File: src/rtl/decode_stage_pipe.sv
// rtl/decode_stage_pipe.sv - RV32I decode stage with operand forwarding, load-use stall and registered ID/EX slot
module decode_stage_pipe #(
    parameter int XLEN      = 32,
    parameter int PC_WIDTH  = 32,
    parameter int NUM_FWD   = 2,
    parameter int CNT_WIDTH = 16
) (
    input  logic                    clk_i,
    input  logic                    rst_n_i,
    input  logic                    in_valid_i,
    output logic                    in_ready_o,
    input  logic [PC_WIDTH-1:0]     pc_i,
    input  logic [31:0]             instr_i,
    output logic [4:0]              rs1_idx_o,
    output logic [4:0]              rs2_idx_o,
    input  logic [XLEN-1:0]         rs1_rdata_i,
    input  logic [XLEN-1:0]         rs2_rdata_i,
    input  logic [NUM_FWD-1:0]      fwd_rd_en_i,
    input  logic [5*NUM_FWD-1:0]    fwd_rd_idx_i,
    input  logic [XLEN*NUM_FWD-1:0] fwd_rd_wdata_i,
    input  logic [NUM_FWD-1:0]      fwd_is_load_i,
    input  logic                    flush_i,
    output logic                    out_valid_o,
    input  logic                    out_ready_i,
    output logic [PC_WIDTH-1:0]     out_pc_o,
    output logic [31:0]             out_instr_o,
    output logic [XLEN-1:0]         out_rs1_rdata_o,
    output logic [XLEN-1:0]         out_rs2_rdata_o,
    output logic [XLEN-1:0]         out_imm_o,
    output logic [4:0]              out_rd_idx_o,
    output logic                    out_rd_en_o,
    output logic                    out_illegal_o,
    output logic [CNT_WIDTH-1:0]    stall_cnt_o
);

    localparam logic [6:0] OPC_LOAD   = 7'b0000011;
    localparam logic [6:0] OPC_OP_IMM = 7'b0010011;
    localparam logic [6:0] OPC_AUIPC  = 7'b0010111;
    localparam logic [6:0] OPC_STORE  = 7'b0100011;
    localparam logic [6:0] OPC_OP     = 7'b0110011;
    localparam logic [6:0] OPC_LUI    = 7'b0110111;
    localparam logic [6:0] OPC_BRANCH = 7'b1100011;
    localparam logic [6:0] OPC_JALR   = 7'b1100111;
    localparam logic [6:0] OPC_JAL    = 7'b1101111;
    localparam logic [6:0] OPC_SYSTEM = 7'b1110011;

    logic [6:0]      opcode;
    logic [4:0]      rd;
    logic            rs1_en;
    logic            rs2_en;
    logic            rd_sel;
    logic            rd_en;
    logic            illegal;
    logic [XLEN-1:0] imm;
    logic [XLEN-1:0] rs1_val;
    logic [XLEN-1:0] rs2_val;
    logic            rs1_load;
    logic            rs2_load;
    logic            hazard;

    assign opcode    = instr_i[6:0];
    assign rd        = instr_i[11:7];
    assign rs1_idx_o = instr_i[19:15];
    assign rs2_idx_o = instr_i[24:20];

    always_comb begin
        rs1_en  = 1'b0;
        rs2_en  = 1'b0;
        rd_sel  = 1'b0;
        illegal = 1'b0;
        imm     = '0;
        case (opcode)
            OPC_OP_IMM, OPC_LOAD, OPC_JALR: begin
                rs1_en = 1'b1;
                rd_sel = 1'b1;
                imm    = XLEN'($signed(instr_i[31:20]));
            end
            OPC_OP: begin
                rs1_en = 1'b1;
                rs2_en = 1'b1;
                rd_sel = 1'b1;
            end
            OPC_BRANCH: begin
                rs1_en = 1'b1;
                rs2_en = 1'b1;
                imm    = XLEN'($signed({instr_i[31], instr_i[7], instr_i[30:25],
                                        instr_i[11:8], 1'b0}));
            end
            OPC_JAL: begin
                rd_sel = 1'b1;
                imm    = XLEN'($signed({instr_i[31], instr_i[19:12], instr_i[20],
                                        instr_i[30:21], 1'b0}));
            end
            OPC_LUI, OPC_AUIPC: begin
                rd_sel = 1'b1;
                imm    = XLEN'($signed({instr_i[31:12], 12'b0}));
            end
            OPC_SYSTEM: begin
                rd_sel = 1'b1;
                rs1_en = ~instr_i[14];
            end
            OPC_STORE: begin
                rs1_en = 1'b1;
                rs2_en = 1'b1;
                imm    = XLEN'($signed({instr_i[31:25], instr_i[11:7]}));
            end
            default: illegal = 1'b1;
        endcase
    end

    assign rd_en = rd_sel & (rd != 5'd0);

    // Walk from lowest priority upward so the lowest matching source wins.
    always_comb begin
        rs1_val  = rs1_rdata_i;
        rs2_val  = rs2_rdata_i;
        rs1_load = 1'b0;
        rs2_load = 1'b0;
        for (int k = NUM_FWD - 1; k >= 0; k--) begin
            if (fwd_rd_en_i[k] && rs1_en && (rs1_idx_o != 5'd0) &&
                (rs1_idx_o == fwd_rd_idx_i[5*k +: 5])) begin
                rs1_val  = fwd_rd_wdata_i[XLEN*k +: XLEN];
                rs1_load = fwd_is_load_i[k];
            end
            if (fwd_rd_en_i[k] && rs2_en && (rs2_idx_o != 5'd0) &&
                (rs2_idx_o == fwd_rd_idx_i[5*k +: 5])) begin
                rs2_val  = fwd_rd_wdata_i[XLEN*k +: XLEN];
                rs2_load = fwd_is_load_i[k];
            end
        end
    end

    assign hazard     = in_valid_i & (rs1_load | rs2_load);
    assign in_ready_o = (~out_valid_o | out_ready_i) & ~hazard & ~flush_i;

    always_ff @(posedge clk_i) begin
        if (!rst_n_i) begin
            out_valid_o     <= 1'b0;
            out_pc_o        <= '0;
            out_instr_o     <= '0;
            out_rs1_rdata_o <= '0;
            out_rs2_rdata_o <= '0;
            out_imm_o       <= '0;
            out_rd_idx_o    <= '0;
            out_rd_en_o     <= 1'b0;
            out_illegal_o   <= 1'b0;
        end else if (flush_i) begin
            out_valid_o <= 1'b0;
        end else if (in_valid_i && in_ready_o) begin
            out_valid_o     <= 1'b1;
            out_pc_o        <= pc_i;
            out_instr_o     <= instr_i;
            out_rs1_rdata_o <= rs1_val;
            out_rs2_rdata_o <= rs2_val;
            out_imm_o       <= imm;
            out_rd_idx_o    <= rd;
            out_rd_en_o     <= rd_en;
            out_illegal_o   <= illegal;
        end else if (out_ready_i) begin
            out_valid_o <= 1'b0;
        end
    end

    always_ff @(posedge clk_i) begin
        if (!rst_n_i) begin
            stall_cnt_o <= '0;
        end else if (hazard && !flush_i && (stall_cnt_o != {CNT_WIDTH{1'b1}})) begin
            stall_cnt_o <= stall_cnt_o + CNT_WIDTH'(1);
        end
    end

endmodule

File: config.mk
export PLATFORM = sky130hd
export DESIGN_NAME = decode_stage_pipe
export DESIGN_NICKNAME = d
export VERILOG_FILES = /design/src/rtl/decode_stage_pipe.sv
export SDC_FILE = /design/constraint.sdc
export NUM_CORES = 1
export LEC_CHECK = 0
export CORE_UTILIZATION = 30
export DETAILED_ROUTE_END_ITERATION = 12
export GPL_ROUTABILITY_DRIVEN = 0
export MAX_ROUTING_LAYER = met4
export PLACE_DENSITY = 0.71
export REMOVE_ABC_BUFFERS = 1
export SLEW_MARGIN = 20
export SYNTH_ARGS = -nofsm -noshare
export SYNTH_HDL_FRONTEND = slang
export SYNTH_SLANG_ARGS = --single-unit
export TNS_END_PERCENT = 1
File: constraint.sdc
create_clock -name clk_i -period 10.7 [get_ports clk_i]
set_clock_uncertainty 0.2 [all_clocks]
set_input_delay 3.21 -clock clk_i [delete_from_list [all_inputs] [get_ports clk_i]]
set_output_delay 3.21 -clock clk_i [all_outputs]
set_load 0.05 [all_outputs]
[Word level (Yosys, flattened, before mapping)]
Cells that the tools add are included.
Storage, ports and cells
  output and inout bits: 195
  logic and storage cells: 80
  register bits: 184
  bits of input ports: 211
Cells by class
  bitwise gates (word level): 11
  reductions and logical operators: 28
  add/sub/neg operators: 1
  equality and inequality tests: 15
  mux-type cells: 15
Operators by type and width (count)
  $pmux 32 s5: 1
  $mux 32: 4
  $eq 7x7->1 const B: 4
  $eq 7x6->1 const B: 3
  $eq 5x5->1: 4
  $add 16x1->16 const B: 1
  $ne 16x16->1 const B: 1
  $logic_and 1x1->1: 15
  $reduce_bool 5->1: 3
  $eq 7x5->1 const B: 2
  $reduce_or 10->1: 1
  $mux 1: 9
  $reduce_or 8->1: 1
  $eq 7x2->1 const B: 1
  $reduce_or 3->1: 2
  $reduce_or 6->1: 1
  $not 1->1: 5
  $and 1x1->1: 4
  $reduce_or 2->1: 2
  $or 1x1->1: 2
  $pmux 1 s2: 1
  $reduce_and 2->1: 1
  $reduce_bool 2->1: 1
  $logic_not 1->1: 1

[Longest topological paths before layout]
  depth in word-level cells: 15
  depth in mapped cells: 11
  gate-level depth less buffers: 7

[Worst setup path after synthesis]
No wires, ideal clock.
  path kind: input port to output port
  start: input port instr_i[21]
  end: output port in_ready_o
  arrival: 6049 ps
  setup slack: 1241 ps
  buffers on the path: 1
  data required time: 7290 ps
  cell stages on the path: 8
  cell sequence: or4_1 -> o211a_1 -> and2_1 -> a22o_1 -> a22oi_1 -> clkbuf_1 -> nor2b_1 -> nor3_1
On the way
  word-level cells in the longest chain between the ends: 10
  elaborated cells between the ends (all ways): 14
  those cells by class: 2 x eq/ne; 2 x mux; 5 x bitwise; 5 x reduce/logical
Ends and longest elaborated chain
  start, declared: RTL line 13  | input logic [31:0] instr_i,
  $reduce_bool 5->1: RTL line 125  | if (fwd_rd_en_i[k] && rs2_en && (rs2_idx_o != 5'd0) &&
  $logic_and 1x1->1 (2 in series): RTL line 125
  $mux 1: RTL line 125
  $mux 1 (*): RTL line 125
  $or 1x1->1 (*): RTL line 133  | assign hazard = in_valid_i & (rs1_load | rs2_load);
  $and 1x1->1 (*): RTL line 133
  $not 1->1 (*): RTL line 134  | assign in_ready_o = (~out_valid_o | out_ready_i) & ~hazard & ~flush_i;
  $and 1x1->1 (*) (2 in series): RTL line 134
  end, declared: RTL line 11  | output logic in_ready_o,
Every way passes the cells marked *; elsewhere a longest branch is shown, timed or not.

[Final worst setup path]
Same ends and word-level chain as after synthesis.

==> qor.yml <==
power:
  leakage_nw: 4.841
  finalPower_mw: 1.741
  vdd_ir_drop_max_uv: 94.92
  power_density_nw_per_um2: 130.7
critical_path:
  crit_path_start_kind: "input pin"
  reg2reg_to: "out_imm_o[24]"
  worst-path-max-fanout: 33
  cp.required_ps: 7290
  r2r_start: "out_valid_o"
  cpPeakStageDelay_ps: 580
  critical_path.top_delay_family: "buffers and inverters"
  cpMostUsedCell: "buf_4"
  worstPathArrival_ps: 6020
  end_kind: "output port"
  r2r_slack_ps: 7580
  slowest_stage: "or4_1"
  path_cells: "clkdlybuf4s50_1 > or4_1 > o211a_1 > and2_1 > a22o_1 > a22oi_1 > buf_4 > nor2b_1 > nor3_1 > buf_4"
  cp_num_buf_inv: 3
  r2r_cells: 7
  criticalPathCategory: "input pin to output port"
routing:
  wl_mm: 30.38
  vias: 8990
  wl_per_cell_um: 17.30
  dr.pass1.iters: 5
  vias_per_cell: 5.120
  ant_nets: 0
  drc_errors: 0
  dr.first_iter.drc_count: 568
clock_network:
  clk_latency_ps: 420
  cts_tree: "built"
  cts_max_level: 4
  post-cts-setup-buffers: 0
  cts-root-buf: "clkbuf_16"
  post_cts_resized: 0
  cts.sinks: 179
  cts_made_buffers: 17
  hold_buffers: 0
  clk_pin_slew_ps: 70
  cts_buffer_depth: 2
logic_synthesis:
  yosysSeqAreaShare: 0.4142
  syn-mean-instance-area_um2: 8.342
  yosysUniqueCellTypes: 51
  synth_warnings: 0
  synth_edf_count: 0
  synth_top_area_cell: "dfxtp_1"
  yosys_register_bits: 179
  synth.cell_area_um2: 8651
  synth_top_area_frac: 0.4142
  synthArstFlopShare: 0
  syn_inst: 1037
  netlist_top_cells_area: "dfxtp_1 41%, mux2i_1 10%, nand2_1 9.2%, o21ai_0 8.0%, o2111ai_1 6.5%"
  yosys_most_used_dff: "dfxtp_1"
timing:
  hold_viol_final: 0
  period_share: 0.8810
  timing.fmax_mhz: 106.1
  setup_viol: 0
  timing.setup.tns_ps: 0
  slew_viol_final: 0
  setup_ws_ps: 1273
  min_period_ps: 9427
  relSlewSlack: 0.2808
  rsz0062_at_grt: "no"
  tightest_slew_ps: 1079
global_routing:
  track_usage: 0.2016
  grt_pass1_wl_mm: 45.27
  grt_pass1_vias: 8394
  grt-ovfl-total: 0
  antenna_found_initial: 0
  grt_max_degree: 111
finish:
  layout_common_cells: "403 x clkdlybuf4s50_1, 209 x nand2_1, 179 x dfxtp_1"
  syn_to_final_growth_pct: 53.96
  fill_cells: 2728
  finalNetCount: 1577
  n_antenna_cell: 0
  final_area_um2: 13320
  layout_commonest_cell: "clkdlybuf4s50_1"
  fin_cells: 1756
  drive_gt1_frac: 0.04572
placement:
  portBuffers: 405
  dpl-instance-area_um2: 12710
  dpl.cell_count: 1724
  post-place-ws_ps: 1281
  place.detailed.hpwl_mm: 21.70
floorplan:
  rows: 61
  core-area_um2: 28090
  die_h_um: 171.8
  initial_core_util: 0.3080
  fp.dieW_um: 171.8
  die_area_um2: 29520
  io_pins: 406
worst_hold_path:
  hold_class: "flop to flop"
  hold_depth: 2
  hold-path-endpoint: "out_rs1_rdata_o[23]"
  hp-start: "out_rs1_rdata_o[23]"
run:
  drv_cap: 0
run_status:
  status: "complete, no violations"
## final cells by class
cell class,count,area [µm²],area share
multi-input cells,746,4489,0.3371
well taps,378,473.0,0.03551
clock inverters,15,186.4,0.01400
clock buffers,17,425.4,0.03194
flip-flops and latches,179,3583,0.2690
repair buffers,418,4150,0.3116
inverters,3,11.26,0.0008455
## cells in the mapped netlist (7+ instances only)
| master | count |
|---|---|
| nand2_1 | 211 |
| a21oi_1 | 24 |
| buf_2 | 12 |
| o2111ai_1 | 64 |
| o21ai_0 | 138 |
| a31oi_1 | 12 |
| and3_1 | 10 |
| buf_4 | 25 |
| nand3_1 | 52 |
| xnor2_1 | 12 |
| clkbuf_1 | 58 |
| mux2i_1 | 88 |
| nor2_1 | 32 |
| buf_1 | 8 |
| o31ai_1 | 12 |
| xor2_1 | 8 |
| dfxtp_1 | 179 |
| or4_1 | 13 |
| nand4_1 | 7 |
## per-stage QoR
step | hold WS (ps) | util
floorplan | 466.6 | -
global placement | 242.3 | 0.4524
detailed placement | 249.7 | 0.4524
CTS | 261.6 | 0.4742
global route | 276.3 | 0.4742
finish | 256.3 | 0.4742
## layer usage
metal	track usage	share of wire
met1	0.2326	0.42
met2	0.3394	0.48
met3	0.05154	0.077
met4	0.06695	0.023
met5	-	0
## kinds of logic (layout without fill, tap and decap cells)
logic type               count (synthesis)  count (layout)  synth area share
AO/OA/AOI/OAI                          278             278            0.2090
XOR/XNOR                                20              20           0.02025
adder cells (fa/ha/maj)                  1               1          0.001446
buffers and inverters                  112             453           0.06769
flip-flops                             179             179            0.4142
multiplexers                            88              88            0.1018
AND/OR/NAND/NOR                        359             359            0.1856
## registers in the layout (all words and copies together) (netlist names)
register	flops
out_rd_en_o	1
out_rs2_rdata_o	32
out_rs1_rdata_o	32
out_illegal_o	1
out_valid_o	1
out_instr_o	32
out_pc_o	32
out_imm_o	32
stall_cnt_o	16
## worst register-to-register path: cells and delay by family (launching register included)
family / cells / cell delay (ps)
buffers and inverters: 2 / 1540
AOI/OAI and AO/OA: 3 / 600
DFF: 1 / 320
and+or+nand+nor: 2 / 370
## worst max path at each step
stage / end / depth (start not counted) / start / slack [ps]
after floorplan: out_imm_o[12] / 7 / instr_i[16] / -420
after global placement: in_ready_o / 10 / instr_i[21] / 1310
after CTS: in_ready_o / 10 / instr_i[21] / 1270
after detailed placement: in_ready_o / 10 / instr_i[21] / 1280
final: in_ready_o / 10 / instr_i[21] / 1270
after global routing: in_ready_o / 10 / instr_i[21] / 1060
## where the power goes
| group | leakage [nW] | total (mW) | switching (mW) | internal, mW |
|---|---|---|---|---|
| Clock | 0.300 | 0.651 | 0.313 | 0.338 |
| Combinational | 3.08 | 0.378 | 0.223 | 0.155 |
| Sequential | 1.46 | 0.712 | 0.0161 | 0.696 |
| Total | 4.84 | 1.74 | 0.552 | 1.19 |
Note: power is estimated with default switching activity, not from simulation.
